==> src/rtl/dig_pot_pkg.sv <==
// Shared constants, FSM state type and command-word builder for the digital pot SPI master.
package dig_pot_pkg;

    localparam logic [1:0]  POT_CMD_WRITE = 2'b01;
    localparam int unsigned POT_WIPE0_BIT = 8;
    localparam int unsigned POT_WIPE1_BIT = 9;
    localparam logic [7:0]  POT_MID_RAIL  = 8'h80;

    typedef enum logic [2:0] {
        ST_IDLE,
        ST_FRONT,
        ST_SHIFT,
        ST_BACK,
        ST_DONE
    } pot_state_t;

    function automatic logic [15:0] pot_build_cmd(input logic [1:0] sel, input logic [7:0] val);
        logic [15:0] cmd;
        cmd                = '0;
        cmd[13:12]         = POT_CMD_WRITE;
        cmd[POT_WIPE1_BIT] = sel[1];
        cmd[POT_WIPE0_BIT] = sel[0];
        cmd[7:0]           = val;
        return cmd;
    endfunction

endpackage

==> src/rtl/dig_pot_sclk_div.sv <==
// Half-period counter producing the registered SCLK level and fall/rise strobes.
// Held in reset (SCLK high, counter cleared) whenever en is low.
module dig_pot_sclk_div #(
    parameter int unsigned SCLK_DIV = 32
) (
    input  logic clk,
    input  logic rst_n,
    input  logic en,
    input  logic toggle_en,
    output logic sclk,
    output logic half_end,
    output logic fall,
    output logic rise
);

    localparam int unsigned H  = SCLK_DIV / 2;
    localparam int unsigned CW = $clog2(H);

    logic [CW-1:0] cnt;

    assign half_end = en && (cnt == CW'(H - 1));
    assign fall     = half_end && toggle_en && sclk;
    assign rise     = half_end && toggle_en && !sclk;

    always_ff @(posedge clk) begin
        if (!rst_n || !en) begin
            cnt  <= '0;
            sclk <= 1'b1;
        end else begin
            if (half_end) begin
                cnt <= '0;
            end else begin
                cnt <= cnt + CW'(1);
            end
            if (half_end && toggle_en) begin
                sclk <= ~sclk;
            end
        end
    end

endmodule

==> src/rtl/dig_pot_mstr.sv <==
// SPI master serialising one 16-bit pot write per request (SS_n/SCLK/MOSI, MSB first).
// Optional wiper shadow registers and redundant-write elision: define DIG_POT_SHADOW_EN.
module dig_pot_mstr
    import dig_pot_pkg::*;
#(
    parameter int unsigned SCLK_DIV = 32
) (
    input  logic       clk,
    input  logic       rst_n,
    input  logic       wrt,
    input  logic [1:0] wiper_sel,
    input  logic [7:0] wiper_val,
    output logic       SS_n,
    output logic       SCLK,
    output logic       MOSI,
    output logic       busy,
    output logic       done
`ifdef DIG_POT_SHADOW_EN
    ,
    output logic [7:0] shadow_0,
    output logic [7:0] shadow_1
`endif
);

    pot_state_t  state, state_nxt;
    logic [15:0] sreg, sreg_nxt;
    logic [3:0]  bit_cnt, bit_cnt_nxt;
    logic        ss_n_nxt, mosi_nxt, busy_nxt, done_nxt;
    logic        div_en, toggle_en, half_end, sclk_fall, sclk_rise;
    logic        accept, elide, last_high;

    assign accept = (state == ST_IDLE) && wrt;

    // bit_cnt wraps to 0 on the 16th rise, so SCLK high with bit_cnt==0 marks the final high half
    assign last_high = SCLK && (bit_cnt == 4'd0);

`ifdef DIG_POT_SHADOW_EN
    logic [1:0] sel_q;
    logic [7:0] val_q;

    assign elide = (!wiper_sel[0] || (shadow_0 == wiper_val)) &&
                   (!wiper_sel[1] || (shadow_1 == wiper_val));

    always_ff @(posedge clk) begin
        if (!rst_n) begin
            sel_q    <= '0;
            val_q    <= '0;
            shadow_0 <= POT_MID_RAIL;
            shadow_1 <= POT_MID_RAIL;
        end else begin
            if (accept && !elide) begin
                sel_q <= wiper_sel;
                val_q <= wiper_val;
            end
            if (state == ST_DONE) begin
                if (sel_q[0]) shadow_0 <= val_q;
                if (sel_q[1]) shadow_1 <= val_q;
            end
        end
    end
`else
    assign elide = 1'b0;
`endif

    dig_pot_sclk_div #(
        .SCLK_DIV(SCLK_DIV)
    ) u_sclk_div (
        .clk      (clk),
        .rst_n    (rst_n),
        .en       (div_en),
        .toggle_en(toggle_en),
        .sclk     (SCLK),
        .half_end (half_end),
        .fall     (sclk_fall),
        .rise     (sclk_rise)
    );

    always_ff @(posedge clk) begin
        if (!rst_n) begin
            state   <= ST_IDLE;
            sreg    <= '0;
            bit_cnt <= '0;
            SS_n    <= 1'b1;
            MOSI    <= 1'b0;
            busy    <= 1'b0;
            done    <= 1'b0;
        end else begin
            state   <= state_nxt;
            sreg    <= sreg_nxt;
            bit_cnt <= bit_cnt_nxt;
            SS_n    <= ss_n_nxt;
            MOSI    <= mosi_nxt;
            busy    <= busy_nxt;
            done    <= done_nxt;
        end
    end

    always_comb begin
        state_nxt = state;
        case (state)
            ST_IDLE:  if (accept && !elide)      state_nxt = ST_FRONT;
            ST_FRONT: if (half_end)              state_nxt = ST_SHIFT;
            ST_SHIFT: if (half_end && last_high) state_nxt = ST_BACK;
            ST_BACK:  if (half_end)              state_nxt = ST_DONE;
            ST_DONE:                             state_nxt = ST_IDLE;
            default:                             state_nxt = ST_IDLE;
        endcase
    end

    always_comb begin
        div_en      = state inside {ST_FRONT, ST_SHIFT, ST_BACK};
        toggle_en   = (state == ST_FRONT) || ((state == ST_SHIFT) && !last_high);
        sreg_nxt    = sreg;
        bit_cnt_nxt = bit_cnt;

        if (accept && !elide) begin
            sreg_nxt = pot_build_cmd(wiper_sel, wiper_val);
        end
        // The fall that ends FRONT leaves bit 15 in place; later falls advance the word
        if ((state == ST_SHIFT) && sclk_fall) begin
            sreg_nxt = {sreg[14:0], 1'b0};
        end
        if (state == ST_IDLE) begin
            bit_cnt_nxt = '0;
        end else if ((state == ST_SHIFT) && sclk_rise) begin
            bit_cnt_nxt = bit_cnt + 4'd1;
        end

        ss_n_nxt = !(state_nxt inside {ST_FRONT, ST_SHIFT, ST_BACK});
        mosi_nxt = ss_n_nxt ? 1'b0 : sreg_nxt[15];
        busy_nxt = (state_nxt != ST_IDLE);
        done_nxt = (state_nxt == ST_DONE) || (accept && elide);
    end

endmodule

==> config.mk <==
export PLATFORM = sky130hd
export DESIGN_NAME = dig_pot_mstr
export DESIGN_NICKNAME = d
export VERILOG_FILES = /design/src/rtl/dig_pot_pkg.sv /design/src/rtl/dig_pot_sclk_div.sv /design/src/rtl/dig_pot_mstr.sv
export SDC_FILE = /design/constraint.sdc
export NUM_CORES = 1
export LEC_CHECK = 0
export CAP_MARGIN = 5
export CORE_MARGIN = 4
export CORE_UTILIZATION = 53
export CTS_BUF_LIST = sky130_fd_sc_hd__clkbuf_4 sky130_fd_sc_hd__clkbuf_8 sky130_fd_sc_hd__clkbuf_16
export DETAILED_ROUTE_END_ITERATION = 10
export PLACE_DENSITY = 0.74
export SLEW_MARGIN = 25
export SYNTH_ARGS = -nofsm -noshare
export SYNTH_HDL_FRONTEND = slang
export SYNTH_SLANG_ARGS = --single-unit
==> constraint.sdc <==
create_clock -name clk -period 2.6 [get_ports clk]
set_input_delay 0.78 -clock clk [delete_from_list [all_inputs] [get_ports clk]]
set_output_delay 0.78 -clock clk [all_outputs]
set_load 0.01 [all_outputs]
==> impl_metrics.csv <==
group,metric,value,unit
logic_synthesis,synth_area_leaders,"dfxtp_1, a21boi_1, nand3_1, a22oi_1, nor2_1",
status,status,"finished, final reports clean",
grt,grtUsageMet1,23.2,%
placed_design,dp_hpwl,1860,µm
sta,maxSlewViolCount,0,
route,dr.pass1.iters,4,
worst_setup_path,rr_startpoint,"bit_cnt[0]",
grt,grt_max_degree,17,
grt,grt_pass1_wl,4810,µm
floorplanning,die_h,59.1,µm
clocking,clkLatencyLatePin,340,ps
hold_path,min_delay_worst_endpoint,"u_sclk_div.cnt[0]",
logic_synthesis,synthCells,152,
clocking,cts_tree,"yes",
clocking,cts.path.max_buffers,2,
logic_synthesis,yosysSeqAreaShare,46.3,%
sta,period_share,84.1,%
sta,tightest_slew,604,ps
worst_setup_path,ff2ff_path_depth,6,
grt,antenna_found_initial,0,
logic_synthesis,muxShareOfSynthArea,1.45,%
logic_synthesis,synthAdderAreaFrac,2.71,%
hold_path,min_path_type,"reg -> reg",
grt,grt.busiest_layer,"met2",
hold_path,min_from,"u_sclk_div.cnt[0]",
grt,grt_usage,18.4,%
logic_synthesis,synth_top_family_by_area,"simple AND/OR/NAND/NOR gates",
clocking,holdBufCountCts,0,
power,power,892,µW
worst_setup_path,rrSetupSlack,410,ps
clocking,post_cts_resized,0,
sta,post-route-min-period,2190,ps
cells_and_area,final_common_cell,"dfxtp_1",
sta,finalSetupViolCount,0,
logic_synthesis,synthSimpleGateAreaFrac,25.8,%
route,wl_per_cell,13.3,µm
route,vias,1161,
clocking,post_cts_buffers,0,
floorplanning,io_pins,18,
sta,skew,16.2,ps
route,wl,2690,µm
grt,use_met2,28.1,%
placed_design,port_buffers,17,
placed_design,gp_congestion,0.728,
grt,use_met3,6.97,%
grt,grt_pass1_vias,1092,
logic_synthesis,syn_area,1380,µm²
logic_synthesis,synth_area_per_cell,9.10,µm²
sta,hold_violations,0,
logic_synthesis,yosysTopAreaCellShare,46.3,%
worst_setup_path,crit_required,2830,ps
floorplanning,start_util,55.9,%
worst_setup_path,end_kind,"flip-flop",
power,ir_drop,359,µV
sta,relSlewSlack,59.4,%
cells_and_area,nNetsFinal,187,
hold_path,min_delay_path_depth,1,
worst_setup_path,crit_type,"reg -> reg",
route,antenna_left,0,
logic_synthesis,synth_compound_area_share,16.3,%
floorplanning,core,2480,µm²
worst_setup_path,crit_fanout,16,
cells_and_area,synthToLayoutAreaGrowth,18.8,%
logic_synthesis,synthXorXnorAreaFrac,3.16,%
power,power_density,542,nW/µm²
clocking,clk_transition_reported_paths,110,ps
floorplanning,die_area,3490,µm²
logic_synthesis,yosysWarnings,0,
cells_and_area,insertedDiodeCount,0,
worst_setup_path,cp.arrival,2410,ps
logic_synthesis,synth_top_area_cell,"dfxtp_1",
floorplanning,rows,18,
sta,rsz0062_at_grt,"no",
worst_setup_path,rr_endpoint,"MOSI",
route,drcViolationCount,0,
logic_synthesis,synthDistinctLibCells,36,
logic_synthesis,syn-num-nets,168,
cells_and_area,layout_common_cells,"dfxtp_1, clkdlybuf4s50_1, nand3_1",
clocking,cts_buffers,5,
floorplanning,fp.dieW,59.1,µm
clocking,ctsRootBufferMaster,"clkbuf_4",
power,p_leak,0.000603,µW
grt,overflow,0,
route,initialDrtViolationCount,35,
logic_synthesis,synth.ff_latch_count,32,
cells_and_area,drive_above_1_share,9.88,%
clocking,cts_sinks,32,
run,maxCapViolCount,0,
route,via_per_inst,5.75,
worst_setup_path,cp-start-kind,"flip-flop",
clocking,cts_htree_levels,2,
sta,fmax,0.458,GHz
sta,fin_tns_setup,0,ps
final cells by class:
| cell class | instances | area, µm² |
|---|---|---|
| Timing Repair Buffer | 21 | 200 |
| Inverter | 4 | 15.0 |
| Tap cell | 30 | 37.5 |
| Sequential cell | 32 | 641 |
| Clock inverter | 2 | 10.0 |
| Fill cell | 227 | 833 |
| Multi-Input combinational cell | 107 | 689 |
| Clock buffer | 6 | 51.3 |
registers in the layout, indices dropped and copies added (netlist names):
register and flops:
u_sclk_div.cnt 4, done 1, state 3, u_sclk_div.sclk 1, sreg 16, SS_n 1
busy 1, MOSI 1, bit_cnt 4
cell families after synthesis:
family,Yosys count
DFF,32
and+or+nand+nor,65
adders and majority gates,3
buffers and inverters,13
muxes,2
AOI/OAI and AO/OA,32
xor gates and xnor gates,5
metal layers:
metal  up-vias  share of wire (%)
met5         -                  0
met4         0               0.97
met3         5                6.9
met2        30                 48
met1       546                 44
li1        580                  -
stage by stage:
stage	cell area, µm²	hold WS (ps)	utilization (%)	setup slack [ps]	std cells
after detailed placement	1580	446	63.9	268	194
final	1640	458	66.4	414	202
after global placement	1580	434	63.9	332	194
after CTS	1640	462	66.4	431	202
after global routing	1640	483	66.4	301	202
after floorplan	1380	417	-	777	152
worst max-delay path: stages, from the launching register on:
cell	delay [ps]
dfxtp_1	420
inv_1	70
ha_1	190
and4bb_4	220
or4_1	800
mux2i_1	300
nor2_1	70
Yosys cell counts:
cell       n
a211oi_1   1
a21boi_1  13
a21oi_1    3
a22oi_1    9
a31o_2     1
a31oi_1    1
and2_1     1
and3_1     3
and4bb_4   1
buf_2      3
buf_6      1
clkbuf_1   5
dfxtp_1   32
ha_1       3
inv_1      4
mux2i_1    2
nand2_1   11
nand2b_1   1
nand3_1   16
nand3b_1   1
nand4_1    1
nand4b_1   1
nor2_1    14
nor2b_1    3
nor3_1     4
nor3b_1    1
nor4_1     1
nor4_2     2
nor4b_1    1
o21ai_0    3
o31ai_1    1
or3b_1     1
or4_1      1
or4b_1     1
xnor2_1    3
xor2_1     2
worst max path at each step:
stage / startpoint / slack (ps) / depth (start not counted) / endpoint
after floorplan: wrt / 780 / 5 / MOSI
after global placement: wrt / 330 / 5 / MOSI
after detailed placement: wrt / 270 / 5 / MOSI
after CTS: u_sclk_div.sclk / 430 / 1 / SCLK
after global routing: u_sclk_div.cnt[0] / 300 / 5 / MOSI
final: bit_cnt[0] / 410 / 6 / MOSI
power breakdown:
group / switching [µW] / total (µW) / internal, µW
Clock: 174 / 303 / 129
Sequential: 10.6 / 515 / 505
Combinational: 31.9 / 73.7 / 41.8
Total: 217 / 892 / 675
(Power assumes the default switching activity.)
